<file path="config.mk">
export PLATFORM = sky130hd
export DESIGN_NAME = ram_bist_ctrl_flat
export DESIGN_NICKNAME = d
export VERILOG_FILES = /design/src/rtl/ram_bist_pkg.sv /design/src/rtl/ram_bist_if.sv /design/src/rtl/ram_bist_cmp.sv /design/src/rtl/ram_bist_ctrl.sv /design/src/flat_wrapper.sv
export SDC_FILE = /design/constraint.sdc
export NUM_CORES = 1
export LEC_CHECK = 0
export BUFFER_PORTS_ARGS = -buffer_cell sky130_fd_sc_hd__buf_4
export CORE_MARGIN = 2
export CORE_UTILIZATION = 45
export DETAILED_ROUTE_END_ITERATION = 7
export PLACE_DENSITY = 0.69
export REMOVE_ABC_BUFFERS = 1
export SETUP_SLACK_MARGIN = 0.3
export SLEW_MARGIN = 20
export SYNTH_ARGS = -nofsm -noshare
export SYNTH_HDL_FRONTEND = slang
export SYNTH_HIERARCHICAL = 1
export SYNTH_SLANG_ARGS = --single-unit
</file>
<file path="constraint.sdc">
create_clock -name clk -period 4.4 [get_ports clk]
set_input_delay 0.66 -clock clk [delete_from_list [all_inputs] [get_ports clk]]
set_output_delay 0.66 -clock clk [all_outputs]
set_load 0.02 [all_outputs]
</file>
<file path="src/rtl/ram_bist_pkg.sv">
// rtl/ram_bist_pkg.sv - shared types and pattern helper for the RAM BIST controller
//
// Purpose: FSM state encoding and the expected-data function used by both the
//          pattern generator (top) and the read-back comparator.
// Contents:
//   bist_state_e  controller FSM states
//   exp_pat()     expected word for an address; the caller truncates to DATA_WIDTH,
//                 which gives the modulo-2**DATA_WIDTH wrap for free

package ram_bist_pkg;

   typedef enum logic [2:0] {
      IDLE,
      WRITE,
      READ,
      WRITE_INV,
      READ_INV,
      DRAIN,
      DONE
   } bist_state_e;

   // Truncating (addr + ofs) later is identical to truncating addr first and then
   // adding ofs, so the sum is formed at full width here. Inversion commutes with
   // truncation as well.
   function automatic logic [31:0] exp_pat(input logic [31:0] addr,
                                           input logic        inv,
                                           input logic [31:0] ofs);
      logic [31:0] p;
      p = addr + ofs;
      return inv ? ~p : p;
   endfunction

endpackage

</file>
<file path="src/rtl/ram_bist_if.sv">
// rtl/ram_bist_if.sv - single-port RAM port bundle between BIST controller and RAM
//
// Purpose: groups the RAM's data/addr/we/q port so the controller takes it as one port.
// Signals:
//   data  DATA_WIDTH  write data to RAM
//   addr  ADDR_WIDTH  address to RAM
//   we    1           write enable to RAM
//   q     DATA_WIDTH  read data from RAM
// Modports:
//   master  controller side (drives data/addr/we, samples q)
//   slave   RAM side

interface ram_bist_if #(
   parameter int unsigned ADDR_WIDTH = 6,
   parameter int unsigned DATA_WIDTH = 8
);
   logic [DATA_WIDTH-1:0] data;
   logic [ADDR_WIDTH-1:0] addr;
   logic                  we;
   logic [DATA_WIDTH-1:0] q;

   modport master (output data, output addr, output we, input q);
   modport slave  (input data, input addr, input we, output q);
endinterface

</file>
<file path="src/rtl/ram_bist_cmp.sv">
// rtl/ram_bist_cmp.sv - read-back delay line, comparator and error accounting
//
// Purpose: delays each issued read {valid, inv, addr} by RD_LAT clocks so it lines up
//          with ram_q, compares against the expected pattern, counts mismatches
//          (saturating) and latches the address of the first one.
// Ports:
//   clk, rst_n      clock, asynchronous active-low reset
//   clr             clear err_cnt/first_err_addr (test start)
//   iss_vld         a read is being presented to the RAM this cycle
//   iss_inv         that read belongs to the inverted pass
//   iss_addr        address of that read
//   ram_q           RAM read data
//   err_cnt         registered mismatch count, saturates at all-ones
//   first_err_addr  registered address of the first mismatch, 0 if none

module ram_bist_cmp
   import ram_bist_pkg::*;
#(
   parameter int unsigned ADDR_WIDTH = 6,
   parameter int unsigned DATA_WIDTH = 8,
   parameter int unsigned RD_LAT     = 1,
   parameter int unsigned PAT_OFS    = 1,
   parameter int unsigned ERR_W      = 8
) (
   input  logic                  clk,
   input  logic                  rst_n,
   input  logic                  clr,
   input  logic                  iss_vld,
   input  logic                  iss_inv,
   input  logic [ADDR_WIDTH-1:0] iss_addr,
   input  logic [DATA_WIDTH-1:0] ram_q,
   output logic [ERR_W-1:0]      err_cnt,
   output logic [ADDR_WIDTH-1:0] first_err_addr
);

   logic [RD_LAT-1:0]                 vld_q, vld_d;
   logic [RD_LAT-1:0]                 inv_q, inv_d;
   logic [RD_LAT-1:0][ADDR_WIDTH-1:0] adr_q, adr_d;
   logic [ERR_W-1:0]                  err_q, err_d;
   logic [ADDR_WIDTH-1:0]             fea_q, fea_d;
   logic [DATA_WIDTH-1:0]             exp_word;
   logic                              mismatch;

   // Stage RD_LAT-1 describes the read whose data is on ram_q this cycle.
   always_comb begin
      vld_d    = vld_q;
      inv_d    = inv_q;
      adr_d    = adr_q;
      err_d    = err_q;
      fea_d    = fea_q;
      vld_d[0] = iss_vld;
      inv_d[0] = iss_inv;
      adr_d[0] = iss_addr;
      for (int i = 1; i < int'(RD_LAT); i++) begin
         vld_d[i] = vld_q[i-1];
         inv_d[i] = inv_q[i-1];
         adr_d[i] = adr_q[i-1];
      end

      exp_word = DATA_WIDTH'(exp_pat(32'(adr_q[RD_LAT-1]), inv_q[RD_LAT-1], 32'(PAT_OFS)));
      mismatch = vld_q[RD_LAT-1] && (ram_q != exp_word);

      if (clr) begin
         err_d = '0;
         fea_d = '0;
      end else if (mismatch) begin
         // err_q only leaves zero on a mismatch and never wraps back, so zero
         // means no earlier mismatch in this run.
         if (err_q == '0) fea_d = adr_q[RD_LAT-1];
         if (err_q != '1) err_d = err_q + 1'b1;
      end
   end

   always_ff @(posedge clk or negedge rst_n) begin
      if (!rst_n) begin
         vld_q <= '0;
         inv_q <= '0;
         adr_q <= '0;
         err_q <= '0;
         fea_q <= '0;
      end else begin
         vld_q <= vld_d;
         inv_q <= inv_d;
         adr_q <= adr_d;
         err_q <= err_d;
         fea_q <= fea_d;
      end
   end

   assign err_cnt        = err_q;
   assign first_err_addr = fea_q;

endmodule

</file>
<file path="src/rtl/ram_bist_ctrl.sv">
// rtl/ram_bist_ctrl.sv - march-style write/read-back self test for a single-port RAM
//
// Purpose: on start, writes exp(a) to every address 0..DEPTH-1, reads them back and
//          reports pass/fail, mismatch count and first failing address.
// Ports:
//   clk, rst_n      clock, asynchronous active-low reset (aborts a running test)
//   start           1-cycle request, honoured only in IDLE/DONE
//   busy            high from the cycle after start until done rises
//   done            level, high from test end until the next accepted start
//   pass            valid with done; 1 when err_cnt == 0
//   err_cnt         saturating mismatch count
//   first_err_addr  address of first mismatch, 0 if none
//   ram             RAM port bundle (ram_bist_if.master)
// Configuration:
//   RAM_BIST_INV_PASS_EN  adds a second write/read pass with ~exp(a) so every data
//                         bit is seen at both polarities

module ram_bist_ctrl
   import ram_bist_pkg::*;
#(
   parameter int unsigned ADDR_WIDTH = 6,
   parameter int unsigned DATA_WIDTH = 8,
   parameter int unsigned DEPTH      = 64,
   parameter int unsigned RD_LAT     = 1,
   parameter int unsigned PAT_OFS    = 1,
   parameter int unsigned ERR_W      = 8
) (
   input  logic                  clk,
   input  logic                  rst_n,
   input  logic                  start,
   output logic                  busy,
   output logic                  done,
   output logic                  pass,
   output logic [ERR_W-1:0]      err_cnt,
   output logic [ADDR_WIDTH-1:0] first_err_addr,
   ram_bist_if.master            ram
);

   // Terminal address compared at ADDR_WIDTH, so DEPTH == 2**ADDR_WIDTH never
   // relies on the counter overflowing.
   localparam logic [ADDR_WIDTH-1:0] LAST_ADDR = ADDR_WIDTH'(DEPTH - 1);

   bist_state_e           state_q, state_d;
   logic [ADDR_WIDTH-1:0] addr_q, addr_d;
   logic [DATA_WIDTH-1:0] data_q, data_d;
   logic                  we_q, we_d;
   logic                  rd_vld_q, rd_vld_d;
   logic                  rd_inv_q, rd_inv_d;
   logic [2:0]            drain_q, drain_d;
   logic                  busy_q, busy_d;
   logic                  done_q, done_d;
   logic                  pass_q, pass_d;
   logic                  clr;

   function automatic logic [DATA_WIDTH-1:0] pat(input logic [ADDR_WIDTH-1:0] a,
                                                 input logic                  inv);
      return DATA_WIDTH'(exp_pat(32'(a), inv, 32'(PAT_OFS)));
   endfunction

   always_comb begin
      state_d  = state_q;
      addr_d   = addr_q;
      data_d   = data_q;
      we_d     = 1'b0;
      rd_vld_d = 1'b0;
      rd_inv_d = rd_inv_q;
      drain_d  = drain_q;
      busy_d   = busy_q;
      done_d   = done_q;
      pass_d   = pass_q;
      clr      = 1'b0;

      case (state_q)
         IDLE, DONE: begin
            if (start) begin
               clr     = 1'b1;
               busy_d  = 1'b1;
               done_d  = 1'b0;
               pass_d  = 1'b0;
               addr_d  = '0;
               we_d    = 1'b1;
               data_d  = pat('0, 1'b0);
               state_d = WRITE;
            end
         end

         WRITE: begin
            if (addr_q == LAST_ADDR) begin
               addr_d   = '0;
               rd_vld_d = 1'b1;
               rd_inv_d = 1'b0;
               state_d  = READ;
            end else begin
               addr_d = addr_q + 1'b1;
               we_d   = 1'b1;
               data_d = pat(addr_q + 1'b1, 1'b0);
            end
         end

         READ: begin
            if (addr_q == LAST_ADDR) begin
               addr_d  = '0;
`ifdef RAM_BIST_INV_PASS_EN
               we_d    = 1'b1;
               data_d  = pat('0, 1'b1);
               state_d = WRITE_INV;
`else
               drain_d = '0;
               state_d = DRAIN;
`endif
            end else begin
               addr_d   = addr_q + 1'b1;
               rd_vld_d = 1'b1;
            end
         end

`ifdef RAM_BIST_INV_PASS_EN
         WRITE_INV: begin
            if (addr_q == LAST_ADDR) begin
               addr_d   = '0;
               rd_vld_d = 1'b1;
               rd_inv_d = 1'b1;
               state_d  = READ_INV;
            end else begin
               addr_d = addr_q + 1'b1;
               we_d   = 1'b1;
               data_d = pat(addr_q + 1'b1, 1'b1);
            end
         end

         READ_INV: begin
            if (addr_q == LAST_ADDR) begin
               addr_d  = '0;
               drain_d = '0;
               state_d = DRAIN;
            end else begin
               addr_d   = addr_q + 1'b1;
               rd_vld_d = 1'b1;
            end
         end
`endif

         DRAIN: begin
            // The last read's compare registers RD_LAT+1 clocks after it was
            // issued; pass is taken from err_cnt only once that has landed.
            if (drain_q == 3'(RD_LAT)) begin
               busy_d  = 1'b0;
               done_d  = 1'b1;
               pass_d  = (err_cnt == '0);
               state_d = DONE;
            end else begin
               drain_d = drain_q + 1'b1;
            end
         end

         default: state_d = IDLE;
      endcase
   end

   always_ff @(posedge clk or negedge rst_n) begin
      if (!rst_n) begin
         state_q  <= IDLE;
         addr_q   <= '0;
         data_q   <= '0;
         we_q     <= 1'b0;
         rd_vld_q <= 1'b0;
         rd_inv_q <= 1'b0;
         drain_q  <= '0;
         busy_q   <= 1'b0;
         done_q   <= 1'b0;
         pass_q   <= 1'b0;
      end else begin
         state_q  <= state_d;
         addr_q   <= addr_d;
         data_q   <= data_d;
         we_q     <= we_d;
         rd_vld_q <= rd_vld_d;
         rd_inv_q <= rd_inv_d;
         drain_q  <= drain_d;
         busy_q   <= busy_d;
         done_q   <= done_d;
         pass_q   <= pass_d;
      end
   end

   ram_bist_cmp #(
      .ADDR_WIDTH (ADDR_WIDTH),
      .DATA_WIDTH (DATA_WIDTH),
      .RD_LAT     (RD_LAT),
      .PAT_OFS    (PAT_OFS),
      .ERR_W      (ERR_W)
   ) u_cmp (
      .clk            (clk),
      .rst_n          (rst_n),
      .clr            (clr),
      .iss_vld        (rd_vld_q),
      .iss_inv        (rd_inv_q),
      .iss_addr       (addr_q),
      .ram_q          (ram.q),
      .err_cnt        (err_cnt),
      .first_err_addr (first_err_addr)
   );

   assign ram.addr = addr_q;
   assign ram.data = data_q;
   assign ram.we   = we_q;
   assign busy     = busy_q;
   assign done     = done_q;
   assign pass     = pass_q;

endmodule
</file>
<file path="src/flat_wrapper.sv">
// flat-port wrapper written by rule: the top's interface ports become plain ports
module ram_bist_ctrl_flat import ram_bist_pkg::*;
#(
   parameter int unsigned ADDR_WIDTH = 6,
   parameter int unsigned DATA_WIDTH = 8,
   parameter int unsigned DEPTH      = 64,
   parameter int unsigned RD_LAT     = 1,
   parameter int unsigned PAT_OFS    = 1,
   parameter int unsigned ERR_W      = 8
)
  (clk, rst_n, start, busy, done, pass, err_cnt, first_err_addr, ram_data, ram_addr, ram_we, ram_q);
  ram_bist_if #(.ADDR_WIDTH(ADDR_WIDTH), .DATA_WIDTH(DATA_WIDTH)) ram_i ();
  input  logic clk;
  input  logic rst_n;
  input  logic start;
  output logic busy;
  output logic done;
  output logic pass;
  output logic [ERR_W-1:0] err_cnt;
  output logic [ADDR_WIDTH-1:0] first_err_addr;
  output wire logic [$bits(ram_i.data)-1:0] ram_data;
  output wire logic [$bits(ram_i.addr)-1:0] ram_addr;
  output wire logic [$bits(ram_i.we)-1:0] ram_we;
  input wire logic [$bits(ram_i.q)-1:0] ram_q;
  assign ram_data = ram_i.data;
  assign ram_addr = ram_i.addr;
  assign ram_we = ram_i.we;
  assign ram_i.q = ram_q;
  ram_bist_ctrl #(.ADDR_WIDTH(ADDR_WIDTH), .DATA_WIDTH(DATA_WIDTH), .DEPTH(DEPTH), .RD_LAT(RD_LAT), .PAT_OFS(PAT_OFS), .ERR_W(ERR_W)) u_core (.clk(clk), .rst_n(rst_n), .start(start), .busy(busy), .done(done), .pass(pass), .err_cnt(err_cnt), .first_err_addr(first_err_addr), .ram(ram_i));
endmodule
</file>
After elaboration in Yosys (flattened, before gate mapping)
Index checks and enable logic that the tools add are counted.

operators by class
  $add $sub $neg = 5
  equality and inequality tests = 14
  $lt $le $gt $ge = 0
  multipliers = 0
  multiplexer cells = 34
  shift-type cells = 0
  bitwise logic cells = 0
  divide/modulo/power cells = 0
  reduce and logical (&&, ||, !) cells = 19

operators by type and width
  operator                                               count
  2-to-1 mux 8 bit                                       5
  2-to-1 mux 6 bit                                       5
  2-to-1 mux 3 bit                                       6
  one-hot mux 8 bit (2 select lines)                     1
  adder 6 x 1 -> 7 bit, second input constant            2
  nonzero test 2 bit                                     7
  one-hot mux 3 bit (4 select lines)                     1
  one-hot mux 6 bit (2 select lines)                     1
  one-hot mux 1 bit (2 select lines)                     5
  2-to-1 mux 1 bit                                       9
  AND reduction 3 bit                                    3
  adder 8 x 1 -> 8 bit, second input constant            1
  logical NOT 8 bit                                      1
  inequality test 8 bit                                  1
  inequality test 8 bit, second input constant           1
  adder 6 x 1 -> 6 bit, second input constant            1
  == test 3 x 1 -> 1 bit, second input constant          2
  == test 3 bit, second input constant                   2
  == test 6 bit, second input constant                   1
  inequality test 2 x 1 -> 1 bit, second input constant  3
  inequality test 2 bit, second input constant           3
  one-hot mux 3 bit (2 select lines)                     1
  AND reduction 2 bit                                    3
  AND reduction 4 bit                                    1
  5 further kinds                                        6

storage, ports and cells
  memory bits (read-only) = 0
  bits in writable memories = 0
  latch bits = 0
  logic and storage cells = 85
  memories kept = 0
  flip-flop bits (word level) = 46

Logic depth before layout (Yosys ltp)
  depth after elaboration = 5
  gate-level depth with buffers = 9
  gate-level depth less buffers = 8

By module
Netlist, hierarchy kept.

modules (own cells, without submodules)
  module         area an instance (µm²)  cells an instance  sequential area each (µm²)  instances
  ram_bist_ctrl  1482.7                  157                600.6                       1
  ram_bist_cmp   1182.4                  112                550.5                       1

Worst setup path after synthesis
No wires, ideal clock.

  kind = register -> register
  start point = reg u_core/u_cmp/adr_q[0] (netlist bit)
  end point = reg u_core.u_cmp.err_q[5], in the netlist u_core/u_cmp/err_cnt[5]
  buffers on the path = 1
  arrival time = 2.344 ns
  data required time = 4.275 ns
  cell stages (with the launch flop) = 10
  path slack = 1.931 ns
  period minus slack after synthesis = 2.469 ns
  cell sequence = dfrtp_1 > ha_1 > xor3_4 > nand3_1 > a211oi_1 > o22ai_2 > o21ai_2 > buf_6 > nor4b_1 > mux2_2

between the ends
  cells in the longest elaborated chain, start to end = 5

RTL lines
  item                           RTL line            text
  from (decl)                    ram_bist_cmp.sv:38  logic [RD_LAT-1:0][ADDR_WIDTH-1:0] adr_q, adr_d;
  from (signal assigned)         ram_bist_cmp.sv:84  adr_q <= adr_d;
  adder 6 x 1 -> 7 bit           ram_bist_pkg.sv:29  p = addr + ofs;
  inequality test 8 bit          ram_bist_cmp.sv:61  mismatch = vld_q[RD_LAT-1] && (ram_q != exp_word);
  logical AND 1 bit              ram_bist_cmp.sv:61
  nonzero test 2 bit (no line)   -
  AND reduction 2 bit (no line)  -
  to (signal assigned)           ram_bist_cmp.sv:85  err_q <= err_d;
  to (decl)                      ram_bist_cmp.sv:39  logic [ERR_W-1:0] err_q, err_d;

No other way between the ends.
A chain may end at the register's enable or synchronous reset.

Worst setup path in the final report
Same ends and word-level chain as after synthesis.

==> summary.md <==
| Metric | Value |
|---|---|
| Slew @ Worst Pin | `0.602 ns` |
| H-Tree Level Count | `2` |
| CTS Buffer Depth | `2` |
| YS warnings | `6` |
| Startpoint type of the worst setup path | `flip-flop` |
| Seq/Total Area, Yosys | `0.432` |
| Most frequent cells in the layout | `dfrtp_1 (46), buf_4 (41), nor2_1 (17)` |
| WL final | `~5700 um` |
| Global-route wire length before repair | `approximately 9600 um` |
| # port buffers | `41` |
| Crit share post-route | `0.597` |
| Die area | `6550 sq um` |
| Worst hold path class | `in -> async` |
| Router iterations before antenna repair | `4` |
| Die Y-Extent | `81.0 um` |
| Post-Syn Area | `approximately 2700 sq um` |
| DR vias | `between 2,000 and 2,500` |
| Outcome | `completed` |
| Die Width | `around 80 um` |
| Post-Syn Area per Cell | `slightly below 10 sq um` |
| Worst Skew | `0.00406 ns` |
| Fmax | `381 MHz` |
| Post-DP HPWL | `4030 um` |
| Initial antenna violation count | `0` |
| Setup Viol. Count Final | `0` |
| LEAKAGE | `1.51 nW` |
| Num ports | `43` |
| Number of flops mapped to enable cells by yosys | `0` |
| Drc violations | `0` |
| Register bit total from synthesis | `between 40 and 50` |
| Slew HR | `0.598` |
| Setup Fix Bufs, Post-CTS | `0` |
| Number of clock sinks | `46` |
| RSZ-0062 raised after global routing | `false` |
| Gate Count Post-Synth | `between 200 and 300` |
| Most used DFF post-synth | `dfrtp_1` |
| Worst skew pair latency | `around 0.30 ns` |
| Hold-fix buffers at CTS | `0` |
| Post-synthesis async set-or-reset flop share | `1.00` |
| FILL cells | `550` |
| Core Rows | `28` |
| Largest net degree at the start of global routing | `47` |
| Antenna Nets Post-Route | `0` |
| Nets | `322` |
| WL per Instance | `14.9 um` |
| Setup TNS | `0 ns` |
| CP Max Fanout | `11` |
| Remaining Overflow, GRT | `0` |
| Core Util, Final | `0.531` |
| Worst Setup End Kind | `flip-flop` |
| Starting Density | `0.458` |
| Commonest non-fill, non-tap cell in the layout | `dfrtp_1` |
| Post-CTS sizing | `0` |
| Crit path kind | `reg -> reg` |
| CTS tree | `yes` |
| Placeable Area | `approximately 5800 sq um` |
| Area growth syn-to-layout | `15.9%` |
| Root Driver | `clkbuf_8` |
| # diodes | `0` |
| Power Density | `544 nW/um^2` |
| CP arrival | `2.82 ns` |
| Yosys cell types | `69` |
| Total Routing Usage GR | `0.187` |
| Vias in the first global route | `~2,000` |
| Clk slew on worst S/H paths | `~0.09 ns` |
| Final Hold Fails | `0` |
| MaxCap Viol Count | `0` |
| GPL Wtd Cong | `0.827` |
| Slew Limit Fails | `0` |
| Min cycle time layout | `2.63 ns` |
| Max rail drop VDD | `between 0.3 and 0.4 mV` |
| Required time of the worst setup path | `4.60 ns` |
| Vias per cell | `5.56` |
| Layout cell share with drive strength beyond 1 | `0.203` |
| Drt initial violations | `171` |
| Number of buffers created by CTS | `5` |
-- routing by layer --
metal | part of all wire | track usage | vias to the layer above | wire, um
li1 | - | - | 1045 | -
met1 | 0.45 | 0.241 | 1003 | 2550
met2 | 0.48 | 0.315 | 60 | 2740
met3 | 0.058 | 0.0333 | 4 | 331
met4 | 0.0079 | 0.0729 | 0 | 45
met5 | 0 | 0 | - | 0
-- Yosys cell counts (2+ instances only) --
library cell / n / area (sq um)
inv_1: 14 / 52.6
or3_1: 3 / 18.8
o21ai_1: 12 / 60.1
a21o_1: 3 / 22.5
nor3_1: 9 / 45.0
clkbuf_1: 3 / 11.3
or4_1: 2 / 15.0
buf_4: 4 / 30.0
buf_6: 2 / 22.5
and2_1: 3 / 18.8
a31oi_1: 3 / 18.8
buf_2: 4 / 20.0
xor2_1: 5 / 43.8
mux2_1: 2 / 22.5
nand2_1: 14 / 52.6
a211oi_1: 2 / 15.0
o21a_1: 3 / 22.5
mux2_2: 3 / 33.8
nor4b_1: 2 / 17.5
a211o_1: 2 / 17.5
a22o_1: 2 / 17.5
nand2b_1: 4 / 25.0
a221o_1: 2 / 20.0
nand3_1: 8 / 40.0
o21ai_0: 6 / 30.0
nor2_1: 17 / 63.8
xnor2_1: 8 / 70.1
a21oi_1: 10 / 50.1
nor4_1: 4 / 25.0
o211a_1: 2 / 20.0
dfrtp_1: 46 / 1150
and3_1: 8 / 50.1
mux2i_1: 8 / 80.1
ha_1: 7 / 87.6
nor2b_1: 7 / 43.8
o221ai_1: 2 / 17.5
-- report_power, final --
| group | internal, mW | switching (mW) | total, mW |
|---|---|---|---|
| Clock | 0.170 | 0.144 | 0.314 |
| Sequential | 0.524 | 0.151 | 0.675 |
| Combinational | 0.332 | 0.358 | 0.690 |
-- area by class of cell --
class	count	area [sq um]	share of cell area
Multi-Input combinational cell	195	1370	0.445
Sequential cell	46	1150	0.373
Timing Repair Buffer	41	308	0.0996
Tap cell	75	93.8	0.0304
Clock buffer	7	76.3	0.0247
Inverter	15	56.3	0.0182
Clock inverter	1	30.0	0.00972
-- sequential cells by signal, summed over array words and instances, names as in the netlist --
register / flops
u_core/u_cmp/first_err_addr: 6
u_core/state_q: 3
u_core/u_cmp/inv_q: 1
u_core/ram.data: 7
u_core/done: 1
u_core/pass: 1
u_core/drain_q: 3
u_core/u_cmp/adr_q: 6
u_core/busy: 1
u_core/u_cmp/vld_q: 1
u_core/u_cmp/err_cnt: 8
u_core/ram.we: 1
u_core/ram.addr: 6
u_core/rd_vld_q: 1
-- critical path, cell delays in order, from the launching register on --
cell and delay, ns:
dfrtp_1 0.45, ha_1 0.26, xor3_4 0.45, nand3_1 0.13, a211oi_1 0.07, o22ai_2 0.27, o21ai_2 0.17, nor4b_1 0.36
mux2_2 0.37
-- final timing paths --
check	from	end	slack, ns	depth (start not counted)
worst max register to register	u_core/u_cmp/adr_q[0]	u_core/u_cmp/err_cnt[5]	1.77	8
worst max-delay path	u_core/u_cmp/adr_q[0]	u_core/u_cmp/err_cnt[5]	1.77	8
worst min-delay path	rst_n	u_core/u_cmp/inv_q	0.35	1
worst min register to register	u_core/rd_vld_q	u_core/u_cmp/vld_q	0.36	0
max in group asynchronous	rst_n	u_core/ram.addr[3]	3.66	1
min in group clk	u_core/rd_vld_q	u_core/u_cmp/vld_q	0.36	0
-- through the flow --
stage	total power, mW	std cells	area (sq um)	hold WS (ns)	setup slack (ns)
after floorplan	1.13	256	2580	0.331	1.98
after global placement	1.36	372	2980	0.333	1.84
after detailed placement	1.37	372	2980	0.339	1.78
after CTS	1.69	380	3090	0.359	1.77
after global routing	1.81	380	3090	0.364	1.62
final	1.68	380	3090	0.345	1.77
-- kinds of logic (layout without fill, tap and decap cells) --
| family | Yosys count | after routing | share of synthesized area |
|---|---|---|---|
| AND/OR/NAND/NOR | 94 | 94 | 0.199 |
| flip-flops | 46 | 46 | 0.432 |
| other | 1 | 2 | 0.00141 |
| buffers and inverters | 29 | 64 | 0.0540 |
| AO/OA/AOI/OAI | 64 | 64 | 0.171 |
| multiplexers | 14 | 14 | 0.0568 |
| adder cells (fa/ha/maj) | 7 | 7 | 0.0329 |
| XOR/XNOR | 14 | 14 | 0.0531 |
Note: power is estimated with default switching activity, not from simulation.
